===== config.mk =====
export PLATFORM = sky130hd
export DESIGN_NAME = servo_ramp_flat
export DESIGN_NICKNAME = d
export VERILOG_FILES = /design/src/rtl/servo_ramp_pkg.sv /design/src/rtl/servo_ramp_if.sv /design/src/rtl/servo_frame_timer.sv /design/src/rtl/servo_ramp.sv /design/src/flat_wrapper.sv
export SDC_FILE = /design/constraint.sdc
export NUM_CORES = 1
export LEC_CHECK = 0
export CAP_MARGIN = 30
export CORE_MARGIN = 4
export CORE_UTILIZATION = 45
export CTS_CLUSTER_SIZE = 10
export DETAILED_ROUTE_END_ITERATION = 7
export PLACE_DENSITY = 0.62
export SLEW_MARGIN = 30
export SYNTH_ARGS = -nofsm -noshare
export SYNTH_HDL_FRONTEND = slang
export SYNTH_SLANG_ARGS = --single-unit

===== constraint.sdc =====
create_clock -name CLK -period 14.07 [get_ports CLK]
set_input_delay 2.814 -clock CLK [delete_from_list [all_inputs] [get_ports CLK]]
set_output_delay 2.814 -clock CLK [all_outputs]
set_load 0.02 [all_outputs]

===== src/rtl/servo_ramp_pkg.sv =====
// servo_ramp_pkg: types and constants shared by servo_ramp and the PWM stage.
//   servo_state_e   : ramp FSM state (IDLE, RAMP)
//   SERVO_*         : frame length and pulse-width limits in microseconds
//   clamp_us()      : saturate a requested width into [lo, hi]
package servo_ramp_pkg;

    typedef enum logic {
        IDLE = 1'b0,
        RAMP = 1'b1
    } servo_state_e;

    localparam int SERVO_FRAME_US  = 20000;
    localparam int SERVO_MIN_US    = 1000;
    localparam int SERVO_MAX_US    = 2000;
    localparam int SERVO_CENTER_US = 1500;

    function automatic logic [15:0] clamp_us(input logic [15:0] v,
                                             input logic [15:0] lo,
                                             input logic [15:0] hi);
        if (v < lo)      return lo;
        else if (v > hi) return hi;
        else             return v;
    endfunction

endpackage


===== src/rtl/servo_ramp_if.sv =====
// servo_ramp_if: target-width valid/ready channel into servo_ramp.
//   target_us    : requested pulse width (us), producer -> ramp
//   target_valid : target_us valid this cycle, producer -> ramp
//   target_ready : ramp accepts a target this cycle, ramp -> producer
interface servo_ramp_if;
    logic [15:0] target_us;
    logic        target_valid;
    logic        target_ready;

    modport master (output target_us, output target_valid, input  target_ready);
    modport slave  (input  target_us, input  target_valid, output target_ready);
endinterface


===== src/rtl/servo_frame_timer.sv =====
// servo_frame_timer: 1 us prescaler plus frame counter.
//   CLK, RST   : clock, asynchronous active-high reset
//   us_tick    : combinational, high in the last CLK of each microsecond
//   frame_tick : registered one-CLK pulse in the cycle after the frame counter wraps
module servo_frame_timer #(
    parameter int CLK_F    = 100,
    parameter int FRAME_US = 20000
) (
    input  logic CLK,
    input  logic RST,
    output logic us_tick,
    output logic frame_tick
);
    localparam int PW = (CLK_F > 1) ? $clog2(CLK_F) : 1;
    localparam int FW = (FRAME_US > 1) ? $clog2(FRAME_US) : 1;

    logic [PW-1:0] presc_q, presc_d;
    logic [FW-1:0] frame_q, frame_d;
    logic          frame_tick_q, frame_tick_d;
    logic          frame_last;

    always_comb begin
        us_tick      = (presc_q == PW'(CLK_F - 1));
        frame_last   = (frame_q == FW'(FRAME_US - 1));
        presc_d      = us_tick ? '0 : presc_q + 1'b1;
        frame_d      = frame_q;
        frame_tick_d = 1'b0;
        if (us_tick) begin
            frame_d      = frame_last ? '0 : frame_q + 1'b1;
            frame_tick_d = frame_last;
        end
    end

    always_ff @(posedge CLK or posedge RST) begin
        if (RST) begin
            presc_q      <= '0;
            frame_q      <= '0;
            frame_tick_q <= 1'b0;
        end else begin
            presc_q      <= presc_d;
            frame_q      <= frame_d;
            frame_tick_q <= frame_tick_d;
        end
    end

    assign frame_tick = frame_tick_q;
endmodule


===== src/rtl/servo_ramp.sv =====
// servo_ramp: clamps requested servo widths and slews pulse_len toward them
// by at most STEP_US per frame, changing only at frame boundaries.
//   CLK, RST   : clock, asynchronous active-high reset
//   tgt        : target_us / target_valid / target_ready channel (slave)
//   pulse_len  : current pulse width (us) to the PWM stage
//   busy       : high while pulse_len differs from the latched target
//   at_target  : one-CLK pulse when pulse_len lands on the target
//   frame_tick : one-CLK pulse at each frame boundary
module servo_ramp
    import servo_ramp_pkg::*;
#(
    parameter int CLK_F    = 100,
    parameter int FRAME_US = SERVO_FRAME_US,
    parameter int MIN_US   = SERVO_MIN_US,
    parameter int MAX_US   = SERVO_MAX_US,
    parameter int STEP_US  = 10
) (
    input  logic               CLK,
    input  logic               RST,
    servo_ramp_if.slave        tgt,
    output logic        [15:0] pulse_len,
    output logic               busy,
    output logic               at_target,
    output logic               frame_tick
);
    localparam logic [15:0] MIN_V    = 16'(MIN_US);
    localparam logic [15:0] MAX_V    = 16'(MAX_US);
    localparam logic [15:0] CENTER_V = 16'((MIN_US + MAX_US) / 2);
    localparam logic [15:0] STEP_V   = 16'(STEP_US);

    servo_state_e state_q, state_d;
    logic [15:0]  pulse_q, pulse_d;
    logic [15:0]  target_q, target_d;
    logic         busy_q, busy_d;
    logic         at_target_q, at_target_d;

    logic         us_tick_unused;
    logic         xfer;
    logic [15:0]  clamped;
    logic signed [16:0] diff;
    logic [16:0]  mag;

    servo_frame_timer #(.CLK_F(CLK_F), .FRAME_US(FRAME_US)) u_timer (
        .CLK        (CLK),
        .RST        (RST),
        .us_tick    (us_tick_unused),
        .frame_tick (frame_tick)
    );

    // No back-pressure: every offered target is taken.
    assign tgt.target_ready = 1'b1;

    always_comb begin
        xfer    = tgt.target_valid;
        clamped = clamp_us(tgt.target_us, MIN_V, MAX_V);
        // Step uses the target latched before this cycle, so a transfer
        // coinciding with frame_tick only affects the following frame.
        diff    = $signed({1'b0, target_q}) - $signed({1'b0, pulse_q});
        mag     = diff[16] ? 17'(-diff) : 17'(diff);

        state_d     = state_q;
        pulse_d     = pulse_q;
        target_d    = target_q;
        busy_d      = busy_q;
        at_target_d = 1'b0;

        if (xfer) target_d = clamped;

        case (state_q)
            IDLE: begin
                if (xfer && clamped != pulse_q) begin
                    state_d = RAMP;
                    busy_d  = 1'b1;
                end
            end
            RAMP: begin
                if (frame_tick) begin
                    if (mag <= 17'(STEP_V)) begin
                        pulse_d = target_q;
                        // Landing on the old target while a different new one
                        // arrives: keep ramping instead of announcing arrival.
                        if (!(xfer && clamped != target_q)) begin
                            state_d     = IDLE;
                            busy_d      = 1'b0;
                            at_target_d = 1'b1;
                        end
                    end else if (diff[16]) begin
                        pulse_d = pulse_q - STEP_V;
                    end else begin
                        pulse_d = pulse_q + STEP_V;
                    end
                end
            end
            default: state_d = IDLE;
        endcase
    end

    always_ff @(posedge CLK or posedge RST) begin
        if (RST) begin
            state_q     <= IDLE;
            pulse_q     <= CENTER_V;
            target_q    <= CENTER_V;
            busy_q      <= 1'b0;
            at_target_q <= 1'b0;
        end else begin
            state_q     <= state_d;
            pulse_q     <= pulse_d;
            target_q    <= target_d;
            busy_q      <= busy_d;
            at_target_q <= at_target_d;
        end
    end

    assign pulse_len = pulse_q;
    assign busy      = busy_q;
    assign at_target = at_target_q;
endmodule


===== src/flat_wrapper.sv =====
// flat-port wrapper written by rule: the top's interface ports become plain ports
module servo_ramp_flat import servo_ramp_pkg::*;
#(
    parameter int CLK_F    = 100,
    parameter int FRAME_US = SERVO_FRAME_US,
    parameter int MIN_US   = SERVO_MIN_US,
    parameter int MAX_US   = SERVO_MAX_US,
    parameter int STEP_US  = 10
)
  (CLK, RST, pulse_len, busy, at_target, frame_tick, tgt_target_us, tgt_target_valid, tgt_target_ready);
  servo_ramp_if tgt_i ();
  input  logic CLK;
  input  logic RST;
  output logic        [15:0] pulse_len;
  output logic busy;
  output logic at_target;
  output logic frame_tick;
  input wire logic [$bits(tgt_i.target_us)-1:0] tgt_target_us;
  input wire logic [$bits(tgt_i.target_valid)-1:0] tgt_target_valid;
  output wire logic [$bits(tgt_i.target_ready)-1:0] tgt_target_ready;
  assign tgt_i.target_us = tgt_target_us;
  assign tgt_i.target_valid = tgt_target_valid;
  assign tgt_target_ready = tgt_i.target_ready;
  servo_ramp #(.CLK_F(CLK_F), .FRAME_US(FRAME_US), .MIN_US(MIN_US), .MAX_US(MAX_US), .STEP_US(STEP_US)) u_core (.CLK(CLK), .RST(RST), .tgt(tgt_i), .pulse_len(pulse_len), .busy(busy), .at_target(at_target), .frame_tick(frame_tick));
endmodule

* After elaboration in Yosys (flattened, before gate mapping)
Index checks and enable logic that the tools add are counted.
W data, S select, Z words.
** Word-level totals
- Output and inout bits :: 20
- Logic and storage cells :: 52
- Register bits :: 58
- Input port bits :: 19
** Cells by class
- Equality and inequality tests :: 8
- Order comparisons :: 3
- Add/subtract/negate cells :: 6
- Mux-type cells :: 22
- Reduce and logical (&&, ||, !) cells :: 4
- Bitwise operators :: 1
** Operators by type and width (number)
- $mux W16 :: 4
- $ne A16 B16 Y1 :: 2
- $le A17 B4 Y1 const B :: 1
- $mux W17 :: 1
- $neg A17 Y17 :: 1
- $sub A16 B16 Y17 :: 1
- $add A16 B4 Y16 const B :: 1
- $gt A16 B11 Y1 const B :: 1
- $lt A16 B10 Y1 const B :: 1
- $sub A16 B4 Y16 const B :: 1
- $add A15 B1 Y15 const B :: 1
- $eq A15 B15 Y1 const B :: 1
- $mux W15 :: 1
- $mux W1 :: 13
- $add A7 B1 Y7 const B :: 1
- $eq A7 B7 Y1 const B :: 1
- $mux W7 :: 1
- $ne A2 B2 Y1 const B :: 3
- $pmux W1 S2 :: 2
- $reduce_and A4 Y1 :: 1
- $logic_and A1 B1 Y1 :: 2
- $ne A2 B1 Y1 const B :: 1
- $reduce_and A2 Y1 :: 1
- $not A1 Y1 :: 1

* Longest topological paths before layout
- Word-level depth :: 9
- Gate-level depth with buffers :: 22

* Modules after synthesis
From an unflattened synthesis, not the netlist that was laid out.
** Unflattened totals
- Cell total of the unflattened synthesis :: 652
- Area, all modules :: 5494.0 um2
** Modules (own cells, without submodules)
- servo_ramp :: seq. area each 893.4 um2, cells an instance 539, area each 4344.2 um2, times used 1
- servo_frame_timer :: seq. area each 575.6 um2, cells an instance 113, area each 1149.9 um2, times used 1

* Worst setup path before layout
Ideal clock, no wire load.
- Path kind :: input to register
- Start point :: input port tgt_target_us[0]
- End point :: register u_core.busy_q (netlist: u_core.busy)
- Required time :: 13.936 ns
- Setup time :: 0.134 ns
- Cell stages on the path :: 10
- Path buffers :: 2
- Setup slack :: 8.931 ns
- Arrival time :: 5.005 ns
- Path through :: clkbuf_1 > o41ai_1 > a21oi_1 > a211oi_1 > clkbuf_1 > a32oi_1 > o41a_1 > nor2_1 > nand2_1 > o2bb2ai_1
** Between the ends
- Longest elaborated chain between the ends :: 7
- Elaborated cells between the ends (all ways) :: 11
** Ends and longest elaborated chain
- start: declaration :: line flat_wrapper.sv:18 : input wire logic [$bits(tgt_i.target_us)-1:0] tgt_target_us;
- $gt A16 B11 Y1 :: line servo_ramp_pkg.sv:21 : else if (v > hi) return hi;
- $mux W16 :: line servo_ramp_pkg.sv:21
- $mux W16 * :: line servo_ramp_pkg.sv:20 : if (v < lo) return lo;
- $ne A16 B16 Y1 (on tied branches) :: line servo_ramp.sv:82, servo_ramp.sv:71
- $logic_and A1 B1 Y1 (on tied branches) :: line servo_ramp.sv:82, servo_ramp.sv:71
- $ne A2 B2 Y1 (no line) or $ne A2 B1 Y1 (tied branches)
- $reduce_and A4 Y1 (no line) *
- end signal: assignment :: line servo_ramp.sv:109 : busy_q <= busy_d;
- end: declaration :: line servo_ramp.sv:34 : logic busy_q, busy_d;
Every way passes the cells marked *; elsewhere a longest branch is shown, timed or not.
A chain may end at the register's enable or synchronous reset.

* Final worst setup path
- Start point :: register u_core.pulse_q[9] (netlist: u_core.pulse_len[9])
- End point :: register u_core.pulse_q[15] (netlist: u_core.pulse_len[15])
** Between the ends
- Longest elaborated chain between the ends :: 5
- Elaborated cells between the ends (all ways) :: 8
** Ends and longest elaborated chain
- start: declaration :: line servo_ramp.sv:32 : logic [15:0] pulse_q, pulse_d;
- start signal: assignment :: line servo_ramp.sv:107 : pulse_q <= pulse_d;
- $sub A16 B16 Y17 :: line servo_ramp.sv:58 : diff = $signed({1'b0, target_q}) - $signed({1'b0, pulse_q});
- $neg A17 Y17 :: line servo_ramp.sv:59 : mag = diff[16] ? 17'(-diff) : 17'(diff);
- $mux W17 :: line servo_ramp.sv:59
- $le A17 B4 Y1 :: line servo_ramp.sv:78 : if (mag <= 17'(STEP_V)) begin
- $mux W16 * :: line servo_ramp.sv:78
Marks and branches as above.

==> results.tsv <==
metric	value	unit
max cap viols	0	
endpoint class of the critical path	flip-flop	
# DRC	0	
hold crit path type	reg2reg	
most common cell after layout, fill and taps aside	dfrtp_1	
# clock sinks	58	
largest net degree at the start of global routing	59	
Root Buffer	clkbuf_16	
die area	13030	um^2
die extent in x	114.1	um
Cell Pwr Density	73.87	nW/um^2
H-tree Lvls	3	
GR peak layer	met2	
setup TNS	0	ps
diodes inserted	0	
Critical Path Stages	21	
CTS Buf Count	9	
Filler cells	1050	
Detailed Routing Iterations Pass 1	5	
grt total ovfl	0	
GR Util met2	31.46	%
Ys Warns	0	
launching point of the worst reg2reg path	u_core.pulse_len[9]$_DFFE_PP0P_	
Setup Fix Bufs, Post-CTS	0	
largest cells by area after synthesis	dfrtp_1 22%, ha_1 7.9%, dfstp_2 7.3%, xnor2_1 6.9%, a21oi_1 3.1%	
RSZ-0062 raised after global routing	false	
row count	38	
Area growth, synth to finish	15.00	%
LEAKAGE	2.427	nW
Final Hold Viols	0	
clk_lat worst skew	330	ps
total power draw	430.7	uW
Post-synth EDFFs	0	
ys flop type	dfrtp_1	
Mapped Cells	585	
Worst setup SP type	flip-flop	
DRT Wirelength	12940	um
CP endpoint	u_core.pulse_len[15]$_DFFE_PP0P_	
syn nets	638	
CTS resizes	0	
Max Clock Freq	181.1	MHz
flop and latch count out of synthesis	58	
IO Count	39	
ratio of final minimum period to clock period	39.25	%
routed len/inst	16.98	um
ys async rst share	100.0	%
Syn Area/Cell	8.666	um^2
core footprint	10940	um^2
Final setup viols	0	
Crit Path Class	reg2reg	
Longest Clk Path Bufs	2	
GP Congestion	0.8502	
WP data required	14330	ps
final HPWL from detailed placement	9861	um
Worst-path clk slew	50	ps
Starting Density	46.36	%
post-route ant nets	0	
average vias per placed instance	5.807	
CP max FO	25	
initial antenna violation count	0	
highest-count cells in the layout ignoring fill and taps	44 x dfrtp_1, 41 x nor2_1, 40 x nand2_1, 40 x xnor2_1, 36 x clkdlybuf4s50_1	
crit-path most repeated cell	a21o_1	
Final Hold Slack	458.9	ps
cells on worst reg2reg path	21	
Period minus WS final	5523	ps
gr usage total	20.81	%
post-synthesis cell area	5070	um^2
Cell variety after synth	82	
Pins Over Slew Limit	0	
hold_buf cts	0	
clock skew	6.440	ps
maximum vdd drop	70.33	uV
CTS tree	built	
Vias	4425	
critical path cell sequence	inv_1, ha_1, a211oi_1, o21bai_1, a21o_1, a2111oi_0, a211o_1, buf_4, inv_1, ha_1, a21o_1, a21oi_1, nor2b_1, o21a_1, o311ai_0, a31oi_1, a21o_1, a21oi_1, xnor2_1, or4_1, nand3_1	
DRT iter0 DRCs	372	
largest stage delay on the critical path	470	ps
Slowest-stage cell, CP	dfrtp_1	
Synth top area share	21.72	%
Largest delay share family, worst path	compound AO/OA/AOI/OAI gates	
met3 Use GR	3.330	%
Worst R2R Setup Slack	8550	ps
post-synth top area cell	dfrtp_1	
status	complete, no violations	
Die Ht	114.1	um
Reg2Reg Capture Point	u_core.pulse_len[15]$_DFFE_PP0P_	
met1 usage in global routing	30.23	%
Port Buffer Count	37	
first-pass GRT wire length	21800	um
CP arrival	5780	ps
Least-Margin Pin Slew	738.1	ps
Buf+Inv Stages, Crit Path	3	
nets@finish	670	
Slew headroom	50.49	%
layout cells sized above 1	11.41	%
sequential area share after synthesis	28.97	%
worst setup path start	u_core.pulse_len[9]$_DFFE_PP0P_	
vias in the first global route	4327	
[registers in the layout, summed over array words and instances (netlist names)]
signal                     cells
u_core.u_timer.frame_tick      1
u_core.target_q               16
u_core.state_q                 1
u_core.busy                    1
u_core.at_target               1
u_core.u_timer.presc_q         7
u_core.u_timer.frame_q        15
u_core.pulse_len              16
[power by group]
group          internal, mW  switching (mW)  total [mW]
clock                 0.159          0.0751       0.234
combinational        0.0118          0.0161      0.0279
sequential            0.168        0.000808       0.169
[per-layer routing]
layer	wire length, um	up-vias
met3	522	19
met2	5771	108
met1	6447	2071
met4	194	0
met5	0	-
li1	-	2227
[worst min-delay path by stage]
stage | slack (ps) | endpoint | from | depth (start not counted)
6_report | 460 | u_core.u_timer.presc_q[0]$_DFF_PP0_ | u_core.u_timer.presc_q[0]$_DFF_PP0_ | 1
5_1_grt | 480 | u_core.u_timer.presc_q[0]$_DFF_PP0_ | u_core.u_timer.presc_q[0]$_DFF_PP0_ | 1
4_1_cts | 470 | u_core.u_timer.presc_q[0]$_DFF_PP0_ | u_core.u_timer.presc_q[0]$_DFF_PP0_ | 1
3_5_place_dp | 460 | u_core.u_timer.presc_q[0]$_DFF_PP0_ | u_core.u_timer.presc_q[0]$_DFF_PP0_ | 1
3_3_place_gp | 450 | u_core.u_timer.presc_q[0]$_DFF_PP0_ | u_core.u_timer.presc_q[0]$_DFF_PP0_ | 1
2_1_floorplan | 430 | u_core.u_timer.presc_q[0]$_DFF_PP0_ | u_core.u_timer.presc_q[0]$_DFF_PP0_ | 1
[cell type report]
class                           count  area (um^2)  area share [%]
Sequential cell                    58         1469           25.19
Tap cell                          140        175.2           3.004
Timing Repair Buffer               42        402.9           6.910
Clock inverter                      5        77.57           1.330
Inverter                           31        116.4           1.996
Multi-Input combinational cell    475         3347           57.40
Clock buffer                       11        242.7           4.163
[cell usage after synthesis, drive strengths merged, types with 3 or more instances]
| cell type | number |
|---|---|
| xnor2 | 40 |
| nand2b | 3 |
| dfrtp | 44 |
| clkbuf | 14 |
| and4 | 4 |
| nand2 | 40 |
| o21bai | 3 |
| mux2i | 15 |
| nor2b | 12 |
| inv | 31 |
| nor3 | 14 |
| xor2 | 16 |
| nand4 | 13 |
| and3 | 10 |
| o31a | 4 |
| a211oi | 8 |
| ha | 32 |
| nor2 | 41 |
| nor4 | 8 |
| a211o | 3 |
| or3 | 9 |
| or2 | 7 |
| a21oi | 32 |
| dfstp | 14 |
| o21ai | 40 |
| and2 | 4 |
| o311ai | 4 |
| o31ai | 5 |
| a2111oi | 4 |
| mux2 | 5 |
| a32oi | 4 |
| buf | 7 |
| nand3 | 22 |
| a21boi | 3 |
| nand3b | 3 |
| a31oi | 11 |
| a21o | 8 |
| o21a | 6 |
[kinds of logic after synthesis]
logic type	count (synthesis)	share of synthesized area (%)
buffers and inverters	52	5.010
AO/OA/AOI/OAI	160	21.47
other	1	0.07397
flip-flops	58	28.97
XOR/XNOR	56	9.674
adder cells (fa/ha/maj)	35	8.884
AND/OR/NAND/NOR	203	21.84
multiplexers	20	4.072
[worst reg2reg max path, stage by stage, from the launching register on]
cell	delay (ps)
dfrtp_1	470
inv_1	70
ha_1	430
a211oi_1	300
o21bai_1	130
a21o_1	200
a2111oi_0	450
a211o_1	190
buf_4	310
inv_1	160
ha_1	340
a21o_1	200
a21oi_1	240
nor2b_1	80
o21a_1	200
o311ai_0	460
a31oi_1	210
a21o_1	220
a21oi_1	190
xnor2_1	100
or4_1	410
nand3_1	100
[through the flow]
stage	cells	setup WS, ps	utilization, %	area [um^2]
2_1_floorplan	585	8931	-	5070
3_3_place_gp	746	8492	50.43	5515
3_5_place_dp	746	8439	50.43	5515
4_1_cts	762	8515	53.36	5836
5_1_grt	762	8066	53.32	5831
6_report	762	8547	53.32	5831
(Power assumes the default switching activity.)
